$ cat src/rtl/mem_arbiter_pkg.sv
// ============================================================================
// Module   : mem_arbiter_pkg
// Brief    : Shared FSM encoding and write-enable constant for mem_arbiter.
// Revision : 1.0 - initial release
// ============================================================================
`default_nettype none

package mem_arbiter_pkg;

    typedef enum logic [1:0] {
        IDLE = 2'd0,
        OWN0 = 2'd1,
        OWN1 = 2'd2
    } state_t;

    localparam logic [3:0] WEA_READ = 4'b0000;

endpackage

`default_nettype wire

$ cat src/rtl/mem_arbiter.sv
// ============================================================================
// Module   : mem_arbiter
// Brief    : Two-requester arbiter for a single-port synchronous data RAM with
//            round-robin fairness and per-requester bus locking.
// Revision : 1.0 - initial release
// ============================================================================
`default_nettype none

module mem_arbiter #(
    parameter int ADDR_W = 17,
    parameter int DATA_W = 32
) (
    input  logic              clk,
    input  logic              rst_n,

    input  logic              m0_req,
    input  logic              m0_lock,
    input  logic [ADDR_W-1:0] m0_addr,
    input  logic [3:0]        m0_wea,
    input  logic [DATA_W-1:0] m0_wdata,
    output logic              m0_gnt,
    output logic              m0_rvalid,
    output logic [DATA_W-1:0] m0_rdata,

    input  logic              m1_req,
    input  logic              m1_lock,
    input  logic [ADDR_W-1:0] m1_addr,
    input  logic [3:0]        m1_wea,
    input  logic [DATA_W-1:0] m1_wdata,
    output logic              m1_gnt,
    output logic              m1_rvalid,
    output logic [DATA_W-1:0] m1_rdata,

    output logic [ADDR_W-1:0] ram_addr,
    output logic [3:0]        ram_wea,
    output logic [DATA_W-1:0] ram_wdata,
    input  logic [DATA_W-1:0] ram_rdata
);

    import mem_arbiter_pkg::*;

    state_t r_state;
    logic   r_rr;
    logic   r_rvalid0;
    logic   r_rvalid1;
    logic   w_gnt0;
    logic   w_gnt1;

    // Grants are gated by rst_n so nothing reaches the RAM while in reset.
    always_comb begin
        w_gnt0 = 1'b0;
        w_gnt1 = 1'b0;
        if (rst_n) begin
            case (r_state)
                IDLE: begin
                    if (m0_req && m1_req) begin
                        w_gnt0 = ~r_rr;
                        w_gnt1 = r_rr;
                    end else begin
                        w_gnt0 = m0_req;
                        w_gnt1 = m1_req;
                    end
                end
                OWN0:    w_gnt0 = m0_req;
                OWN1:    w_gnt1 = m1_req;
                default: ;
            endcase
        end
    end

    always_ff @(posedge clk or negedge rst_n) begin
        if (!rst_n) begin
            r_state   <= IDLE;
            r_rr      <= 1'b0;
            r_rvalid0 <= 1'b0;
            r_rvalid1 <= 1'b0;
        end else begin
            r_rvalid0 <= w_gnt0 && (m0_wea == WEA_READ);
            r_rvalid1 <= w_gnt1 && (m1_wea == WEA_READ);
            case (r_state)
                IDLE: begin
                    if (w_gnt0) begin
                        r_rr <= 1'b1;
                        if (m0_lock) r_state <= OWN0;
                    end else if (w_gnt1) begin
                        r_rr <= 1'b0;
                        if (m1_lock) r_state <= OWN1;
                    end
                end
                // Ownership is kept while lock is high, even across idle cycles.
                OWN0:    if (!m0_lock) r_state <= IDLE;
                OWN1:    if (!m1_lock) r_state <= IDLE;
                default: r_state <= IDLE;
            endcase
        end
    end

    assign m0_gnt    = w_gnt0;
    assign m1_gnt    = w_gnt1;
    assign m0_rvalid = r_rvalid0;
    assign m1_rvalid = r_rvalid1;
    assign m0_rdata  = r_rvalid0 ? ram_rdata : '0;
    assign m1_rdata  = r_rvalid1 ? ram_rdata : '0;

    assign ram_addr  = w_gnt1 ? m1_addr  : m0_addr;
    assign ram_wdata = w_gnt1 ? m1_wdata : m0_wdata;
    assign ram_wea   = w_gnt0 ? m0_wea : (w_gnt1 ? m1_wea : WEA_READ);

endmodule

`default_nettype wire

$ cat config.mk
export PLATFORM = sky130hd
export DESIGN_NAME = mem_arbiter
export DESIGN_NICKNAME = d
export VERILOG_FILES = /design/src/rtl/mem_arbiter_pkg.sv /design/src/rtl/mem_arbiter.sv
export SDC_FILE = /design/constraint.sdc
export NUM_CORES = 1
export LEC_CHECK = 0
export ABC_AREA = 1
export BUFFER_PORTS_ARGS = -buffer_cell sky130_fd_sc_hd__buf_2
export CAP_MARGIN = 5
export CORE_AREA = 2 2 103 105
export CTS_CLUSTER_DIAMETER = 150
export DETAILED_ROUTE_END_ITERATION = 16
export DIE_AREA = 0 0 105 107
export GPL_ROUTABILITY_DRIVEN = 0
export SYNTH_ARGS = -nofsm -noshare
export SYNTH_HDL_FRONTEND = slang
export SYNTH_SLANG_ARGS = --single-unit
$ cat constraint.sdc
create_clock -name clk -period 2.2 [get_ports clk]
set_input_delay 0.11 -clock clk [delete_from_list [all_inputs] [get_ports clk]]
set_output_delay 0.11 -clock clk [all_outputs]
set_load 0.02 [all_outputs]
==> reports/qor.txt, run 1 <==
Final hold violation count -> 0
HP Class -> primary input to flip-flop
Worst-skew pair later-pin latency -> 220 ps
Max-slew violations -> 0
DRC -> 0
CP arrival -> 1850 ps
GRT Resource Usage Total -> 0.1261
Leak pwr -> 0.002522 uW
Tmin final -> 1962 ps
Fmax -> 509.6 MHz
Number of flops mapped to enable cells by yosys -> 0
Slew @ Worst Pin -> 421.6 ps
Vias per cell -> 3.757
Area leader, netlist -> nand2_1
Syn Nets -> 486
Synth-to-Final Area Change -> 94.74%
Number of cell rows -> 37
PostCTS Resize Cnt -> 0
Clock share of power -> 0.120
CP max-delay cell -> dlygate4sd3_1
Synth top area cells -> nand2_1 52%, inv_1 18%, dfrtp_1 8.1%
Flop pwr share -> 0.102
CTS tree -> built
Max Cap Viol -> 0
Tcrit/Tclk final -> 0.8919
Max FO, Critical Path -> 47
Pin count of the biggest net entering global routing -> 53
Post-Syn Instances -> 342
Synth unique cells -> 19
Pint -> 615.6 uW
CTS Buffer Depth -> 2
Ys Warns -> 0
Layout cells sized above 1 -> 0.4849
Hold slack -> 67.80 ps
Setup bufs post-CTS -> 0
Clock root cell -> clkbuf_8
Initial antenna violation count -> 0
Top FF cell, synth -> dfrtp_1
P_sw -> 772.5 uW
Slew HR -> 0.7189
Final setup TNS -> 0 ps
DRT Wirelength -> 7821 microns
CP required -> 2090 ps
Total congestion overflow -> 0
Sequential fraction of the synthesis area -> 0.08091
First-pass GRT wire length -> 11760 microns
RSZ-0062 raised after global routing -> false
Die Ht -> 107 microns
CP peak stage delay -> 520 ps
Outcome -> finished, final reports clean
CP Cell Sequence -> dlygate4sd3_1 -> buf_2 -> nand3_2 -> nor2_8 -> buf_12 -> nand2_1 -> nand2_1 -> buf_2
Switch share -> 0.5565
Synth Area per Inst -> 4.522 sq um
Starting DRC count in detailed routing -> 152
Startpoint class of the critical path -> primary input
Worst VDD drop -> 253.0 uV
# port buffers -> 264
WS Path Type -> primary input to output pin
#FFs+latches synth -> 5
DR pass1 iterations -> 4
Clock sinks -> 5
Final setup fails -> 0
Commonest cells post-synth -> 214 x nand2_1, 73 x inv_1, 10 x nand2_2
Final ANT Viol Nets -> 0
Clock transition at the registers of the reported paths -> 30 ps
Number of global-route vias before repair -> 2539
Post-layout nets -> 743
Total power per unit cell area -> 460.9 nW/um^2
Async set or reset register ratio after synthesis -> 1.000
CTS Hold Bufs -> 1
Antenna cells -> 0
Fin Clk Skew -> 0.7662 ps
Combinational share of power -> 0.778
H-tree Lvls -> 1
Routed length per instance -> 10.66 microns
Initial Util -> 0.1532
Die ar. -> 11240 sq um
Crit end category -> output pin
Mapped Area -> 1546 sq um
Via count -> 2758
Core area -> 10090 sq um
Most common cell in the netlist -> nand2_1
Die X -> 105 microns
DP HPWL -> 6759 microns
Synth top area share -> 0.5194
I/O pins -> 265
CTS buffer count -> 3
## final timing paths
check | depth (start not counted) | from | end | slack [ps]
worst max-delay path | 8 | rst_n | ram_wdata[31] | 240
worst min-delay path | 2 | m1_wea[2] | m1_rvalid | 70
worst max register to register | 8 | r_state[0] | r_state[0] | 720
worst min register to register | 2 | r_state[0] | r_state[0] | 560
max in group asynchronous | 2 | rst_n | m1_rvalid | 1780
min in group asynchronous | 2 | rst_n | r_state[0] | 260
## layer usage
layer	track usage	up-vias	routed length, microns
li1	-	1468	-
met1	0.1320	1116	2828
met5	0	-	0
met4	0.02571	0	55
met3	0.03647	4	955
met2	0.2481	170	3982
## through the flow
step	instance area, sq um	cells	setup slack [ps]	utilization	power (uW)
floorplan	1546	342	897.0	-	851.7
global route	3012	734	100.7	0.2984	1518
detailed placement	2957	729	503.3	0.2930	1237
finish	3012	734	237.7	0.2984	1388
global placement	2957	729	519.7	0.2930	1239
CTS	3012	734	205.3	0.2984	1412
## critical path, delay by kind of cell
| kind | cells | cell delay, ps |
|---|---|---|
| buffers and inverters | 4 | 1130 |
| and+or+nand+nor | 4 | 570 |
## power by group through the flow
stage          Combinational [uW]  Clock, uW  Sequential [uW]
2_1_floorplan                 712          0              140
3_3_place_gp                 1100          0              142
3_5_place_dp                 1100          0              142
4_1_cts                      1100        170              141
5_1_grt                      1200        177              145
6_report                     1080        167              142
## registers in the layout, indices dropped and copies added, names as in the netlist
register,flops
r_state,2
m0_rvalid,1
m1_rvalid,1
r_rr,1
## cell type report
type / count / area [sq um]
repair buffers: 268 / 1366
flip-flops and latches: 5 / 125.1
clock buffers: 4 / 45.04
inverters: 76 / 290.3
well taps: 136 / 170.2
multi-input cells: 245 / 1015
fillers: 1222 / 7081
## cell usage in the layout, fill, tap and decap left out, types with 3 or more instances in the layout
master / synthesis / final
nand2_1: 214 / 214
o21ai_0: 3 / 3
inv_1: 73 / 73
clkbuf_8: 0 / 3
nand2_2: 10 / 10
dfrtp_1: 5 / 5
buf_2: 0 / 264
nand3_1: 5 / 5
nor2_2: 3 / 3
## cells by family after synthesis
logic type	count (synthesis)	share of synthesized area
and+or+nand+nor	239	0.6246
AOI/OAI and AO/OA	6	0.03155
DFF	5	0.08091
buffers and inverters	92	0.2629
Power figures use the tool's default switching activity.
==> run 2: changes to the inputs <==
Settings changed: ABC_AREA 1 to default.
==> run 2 against run 1 <==
Final area decreased by 3.4%. Largest power group unchanged. Largest cell class unchanged. Clock-buffer cell count unchanged. Global-route usage is 0.86 points lower. Utilization is 1.0 points lower. Wire length is 6.3% lower. Hold slack better by 29 ps. Sequential power decreased by 18%.
==> reports/qor.txt, run 2 <==
Outcome -> finished, final reports clean
Endpoint, Worst Hold -> r_rr
RSZ-0062 raised after global routing -> false
H-tree Lvls -> 1
Startpoint class of the critical path -> primary input
CP required -> 2090 ps
Switch share -> 0.4064
Ys Warns -> 0
Final worst setup slack -> 156.3 ps
Via count -> 2154
Post-place setup slack -> 444.6 ps
Most frequent cells in the layout -> 264 x buf_2, 66 x and2_1, 33 x mux2_4
WHS Path Cells -> 2
Most common cell in the netlist -> and2_1
Mapped Area -> 1424 sq um
Final setup fails -> 0
Initial Util -> 0.1411
Syn Nets -> 294
Worst VDD drop -> 141.3 uV
P_sw -> 372.6 uW
WS Path Type -> primary input to output pin
Synth top area cells -> mux2_4 35%, and2_1 29%, mux2_2 13%
Synth unique cells -> 17
Die ar. -> 11240 sq um
Crit. Startpoint -> rst_n
Number of flops mapped to enable cells by yosys -> 0
Starting DRC count in detailed routing -> 97
Tmin final -> 2044 ps
I/O pins -> 265
Commonest cells post-synth -> 66 x and2_1, 33 x mux2_4, 16 x mux2_2
Synth-to-Final Area Change -> 104.2%
# port buffers -> 264
DR pass1 iterations -> 4
Hold path startpoint -> m1_req
DRT Wirelength -> 7328 microns
DP HPWL -> 6566 microns
Top FF cell, synth -> dfrtp_1
Worst Reg2Reg Path Length in Cells -> 3
DRC -> 0
Reg2Reg Setup Slack -> 750 ps
Max-slew violations -> 0
#FFs+latches synth -> 5
CTS Buffer Depth -> 2
Max FO, Critical Path -> 56
CP Buf/Inv Count -> 4
Clock share of power -> 0.185
CTS buffer count -> 3
Synth Area per Inst -> 9.492 sq um
Number of cell rows -> 37
Number of cells after detailed placement -> 539
Flop pwr share -> 0.128
Reg-to-Reg Start -> r_rr
Clock transition at the registers of the reported paths -> 40 ps
Crit end category -> output pin
CTS tree -> built
Setup bufs post-CTS -> 0
Sequential fraction of the synthesis area -> 0.08787
CP peak stage delay -> 530 ps
CP Cell Sequence -> dlygate4sd3_1 -> buf_2 -> o311a_2 -> buf_12 -> mux2_2 -> buf_2
HP Class -> primary input to flip-flop
Clock sinks -> 5
Post-layout nets -> 553
Fin Clk Skew -> 1.132 ps
Biggest register -> r_state
Number of global-route vias before repair -> 2142
Async set or reset register ratio after synthesis -> 1.000
GRT Resource Usage Total -> 0.1175
Crit path depth -> 6
Post-Syn Instances -> 150
PostCTS Resize Cnt -> 0
First-pass GRT wire length -> 10450 microns
Layout cells sized above 1 -> 0.7794
Core area -> 10090 sq um
Initial antenna violation count -> 0
Worst r2r dst -> r_state[1]
Final ANT Viol Nets -> 0
Final hold violation count -> 0
Tcrit/Tclk final -> 0.9290
Pin count of the biggest net entering global routing -> 57
Leak pwr -> 0.001814 uW
CP top delay family -> buffers and inverters
Fmax -> 489.3 MHz
Die X -> 105 microns
Antenna cells -> 0
Combinational share of power -> 0.687
Worst-skew pair later-pin latency -> 220 ps
CP max-delay cell -> dlygate4sd3_1
Total congestion overflow -> 0
Most common cell after layout, fill and taps aside -> buf_2
Area leader, netlist -> mux2_4
Clock root cell -> clkbuf_8
Final setup TNS -> 0 ps
Slew HR -> 0.4519
Pint -> 544.3 uW
Routed length per instance -> 13.47 microns
Max Cap Viol -> 0
Crit-path most repeated cell -> buf_2
CP arrival -> 1930 ps
Vias per cell -> 3.960
Slew @ Worst Pin -> 822.2 ps
Die Ht -> 107 microns
Synth top area share -> 0.3480
Max reg flops -> 2
Non-Filler Instances -> 544
Total power per unit cell area -> 315.3 nW/um^2
## run 2: cell type report
type                            instances  area (sq um)
Clock buffer                            4         45.04
Fill cell                            1121          7184
Inverter                                3         11.26
Multi-Input combinational cell        130          1205
Sequential cell                         5         125.1
Tap cell                              136         170.2
Timing Repair Buffer                  266          1351
## run 2: power groups by stage
stage                     sequential (uW)  combinational (uW)  clock, uW
after floorplan                       114                 390          0
after global placement                117                 624          0
after detailed placement              118                 634          0
after CTS                             117                 639        173
after global routing                  120                 674        180
final                                 117                 630        170
## run 2: stage by stage
step	utilization	hold WS [ps]	total power, uW	instance area [sq um]
after floorplan	-	-185.6	503.5	1424
after CTS	0.2881	95.08	929.2	2908
after detailed placement	0.2827	-53.57	752.2	2853
final	0.2881	96.80	916.9	2908
after global placement	0.2827	-57.66	741.1	2853
after global routing	0.2881	121.2	973.5	2908
## run 2: how the worst max path moves through the flow
| stage | slack [ps] | end |
|---|---|---|
| 5_1_grt | 60 | ram_addr[9] |
| 3_5_place_dp | 440 | ram_wdata[31] |
| 3_3_place_gp | 500 | ram_wdata[31] |
| 6_report | 160 | ram_wdata[31] |
| 2_1_floorplan | 640 | ram_wea[0] |
| 4_1_cts | 110 | ram_wdata[31] |
## run 2: layer usage
layer / global-route usage / wire, microns / vias to the layer above
li1: - / - / 1030
met1: 0.1272 / 2787 / 952
met2: 0.2301 / 3790 / 167
met3: 0.02979 / 709 / 5
met4: 0.02190 / 40 / 0
met5: 0 / 0 / -
## run 2: cell families (layout without fill, tap and decap cells)
group | after synthesis | in the layout | share of synthesized area
buffers and inverters | 15 | 273 | 0.06678
muxes | 49 | 49 | 0.4745
and+or+nand+nor | 71 | 71 | 0.3137
DFF | 5 | 5 | 0.08787
AOI/OAI and AO/OA | 10 | 10 | 0.05712
## run 2: timing repair
action / CTS / global route
endpoints found under the hold margin: 5 / 0
endpoints found under the setup margin: 0 / 0
hold buffers: 1 / 0
==> run 3: changes to the inputs <==
Settings changed: CELL_PAD_IN_SITES_DETAIL_PLACEMENT from default to 1, CELL_PAD_IN_SITES_GLOBAL_PLACEMENT from default to 1, CORE_AREA 2 2 103 105 to 2 2 104 106, DIE_AREA 0 0 105 107 to 0 0 106 108, GPL_ROUTABILITY_DRIVEN 0 to default, PLACE_DENSITY_LB_ADDON from default to 0.1, SETUP_SLACK_MARGIN from default to 0.5.
==> run 3 against run 2 <==
Critical path depth decreased by 1. Sequential power shrank 4%. Register-to-register slack better by 120 ps. Final cell count up 3.7%. Wire length grew 18%. Largest cell class unchanged. Fmax rose by 7.2%. Global-route usage up 2.1 points.
==> reports/qor.txt, run 3 (synthesized netlist as in run 2, its figures left out) <==
Setup crit end -> ram_wdata[0]
Max-slew violations -> 0
DRC -> 0
Switch share -> 0.3733
Final worst setup slack -> 293.0 ps
Vias per cell -> 3.892
Biggest register -> r_state
Pin count of the biggest net entering global routing -> 34
Gpl congestion -> 0.7669
Clock share of power -> 0.148
Clock transition at the registers of the reported paths -> 30 ps
P_sw -> 423.6 uW
Via count -> 2195
Final setup fails -> 0
# port buffers -> 264
Die ar. -> 11450 sq um
Layout cells sized above 1 -> 0.7944
CP required -> 2090 ps
Max FO, Critical Path -> 7
Slew @ Worst Pin -> 313.7 ps
Outcome -> finished, final reports clean
Pint -> 711.1 uW
Tcrit/Tclk final -> 0.8668
Worst-skew pair later-pin latency -> 220 ps
CTS Buffer Depth -> 2
CTS buffer count -> 3
Core area -> 10230 sq um
Register Area -> 125.1 sq um
Worst r2r dst -> r_rr
CP top delay family -> buffers and inverters
CP Buf/Inv Count -> 3
CTS tree -> built
Startpoint class of the critical path -> flip-flop
Worst Reg2Reg Path Length in Cells -> 5
Multi-input logic area -> 1221 sq um
Die X -> 106 microns
Crit path depth -> 5
Most frequent cells in the layout -> 234 x buf_2, 66 x and2_1, 33 x mux2_4
Routed length per instance -> 15.29 microns
WS Path Type -> flip-flop to output pin
DRT Wirelength -> 8623 microns
Flop pwr share -> 0.098
DR pass1 iterations -> 4
Most common cell after layout, fill and taps aside -> buf_2
Max Cap Viol -> 0
Worst VDD drop -> 142.6 uV
Fillers -> 1274
Synth-to-Final Area Change -> 140.3%
Clock sinks -> 5
Initial Util -> 0.1392
Fin Clk Skew -> 0.9776 ps
Crit. Startpoint -> r_rr
Total congestion overflow -> 0
Post-place setup slack -> 413.2 ps
Final hold violation count -> 0
Leak pwr -> 0.002034 uW
Hold slack -> 106.3 ps
RSZ-0062 raised after global routing -> true
Non-Filler Instances -> 564
I/O pins -> 265
DP HPWL -> 7324 microns
Final setup TNS -> 0 ps
CP Cell Sequence -> o311a_4 -> buf_12 -> buf_16 -> mux2_4 -> buf_6
Starting DRC count in detailed routing -> 90
H-tree Lvls -> 1
CP max-delay cell -> o311a_4
HP Class -> primary input to flip-flop
CP arrival -> 1800 ps
CP peak stage delay -> 440 ps
Initial antenna violation count -> 2
GRT Resource Usage Total -> 0.1387
Post-layout nets -> 573
Antenna cells -> 0
Tmin final -> 1907 ps
Number of cell rows -> 37
Crit end category -> output pin
Slew HR -> 0.7909
Total power -> 1135 uW
Reg-to-Reg Start -> r_state[1]
Number of global-route vias before repair -> 2312
Total power per unit cell area -> 331.6 nW/um^2
Fmax -> 524.4 MHz
Number of cells after detailed placement -> 542
Max reg flops -> 2
Reg2Reg Setup Slack -> 870 ps
Final ANT Viol Nets -> 0
Die Ht -> 108 microns
Clock root cell -> clkbuf_8
Combinational share of power -> 0.754
First-pass GRT wire length -> 12270 microns
==> run 3: repair_timing <==
action / in CTS / in global routing
pin swaps: 1 / 1
hold endpoints to repair: 5 / 0
cloned: 6 / 0
resized for setup: 71 / 2
hold buffers: 1 / 0
setup buffers: 9 / 2
endpoints found under the setup margin: 54 / 55
==> run 3: through the flow <==
step	instance area [sq um]	utilization
2_1_floorplan	1424	-
3_3_place_gp	2875	0.2810
3_5_place_dp	2875	0.2810
4_1_cts	3400	0.3323
5_1_grt	3422	0.3345
6_report	3422	0.3345
==> run 3: worst min-delay path by stage <==
stage                            to  startpoint  cells past startpoint  slack, ps
after floorplan           m0_rvalid       rst_n                      0       -190
after global placement         r_rr       rst_n                      1        -50
after detailed placement       r_rr       rst_n                      1        -50
after CTS                      r_rr      m1_req                      2        120
after global routing           r_rr      m1_req                      2        130
final                          r_rr      m1_req                      2        110
==> run 3: power groups by stage <==
stage	sequential [uW]	combinational [uW]	clock (uW)
finish	112	855	168
global route	112	908	184
CTS	112	860	170
detailed placement	118	647	0
global placement	116	642	0
floorplan	114	390	0
==> run 3: area by class of cell <==
cell class	count	share of cell area
multi-input combinational	130	0.3569
tap	136	0.04973
inverter	3	0.003291
timing repair buffer	286	0.5404
clock buffer	4	0.01316
sequential	5	0.03656
==> run 3: per-layer routing <==
| metal | part of all wire | vias to the layer above | wire, microns | GRT usage |
|---|---|---|---|---|
| li1 | - | 1071 | - | - |
| met1 | 0.29 | 950 | 2471 | 0.1133 |
| met2 | 0.57 | 159 | 4901 | 0.3018 |
| met3 | 0.13 | 11 | 1149 | 0.05847 |
| met4 | 0.0086 | 4 | 74 | 0.02632 |
| met5 | 0.0031 | - | 27 | 0 |
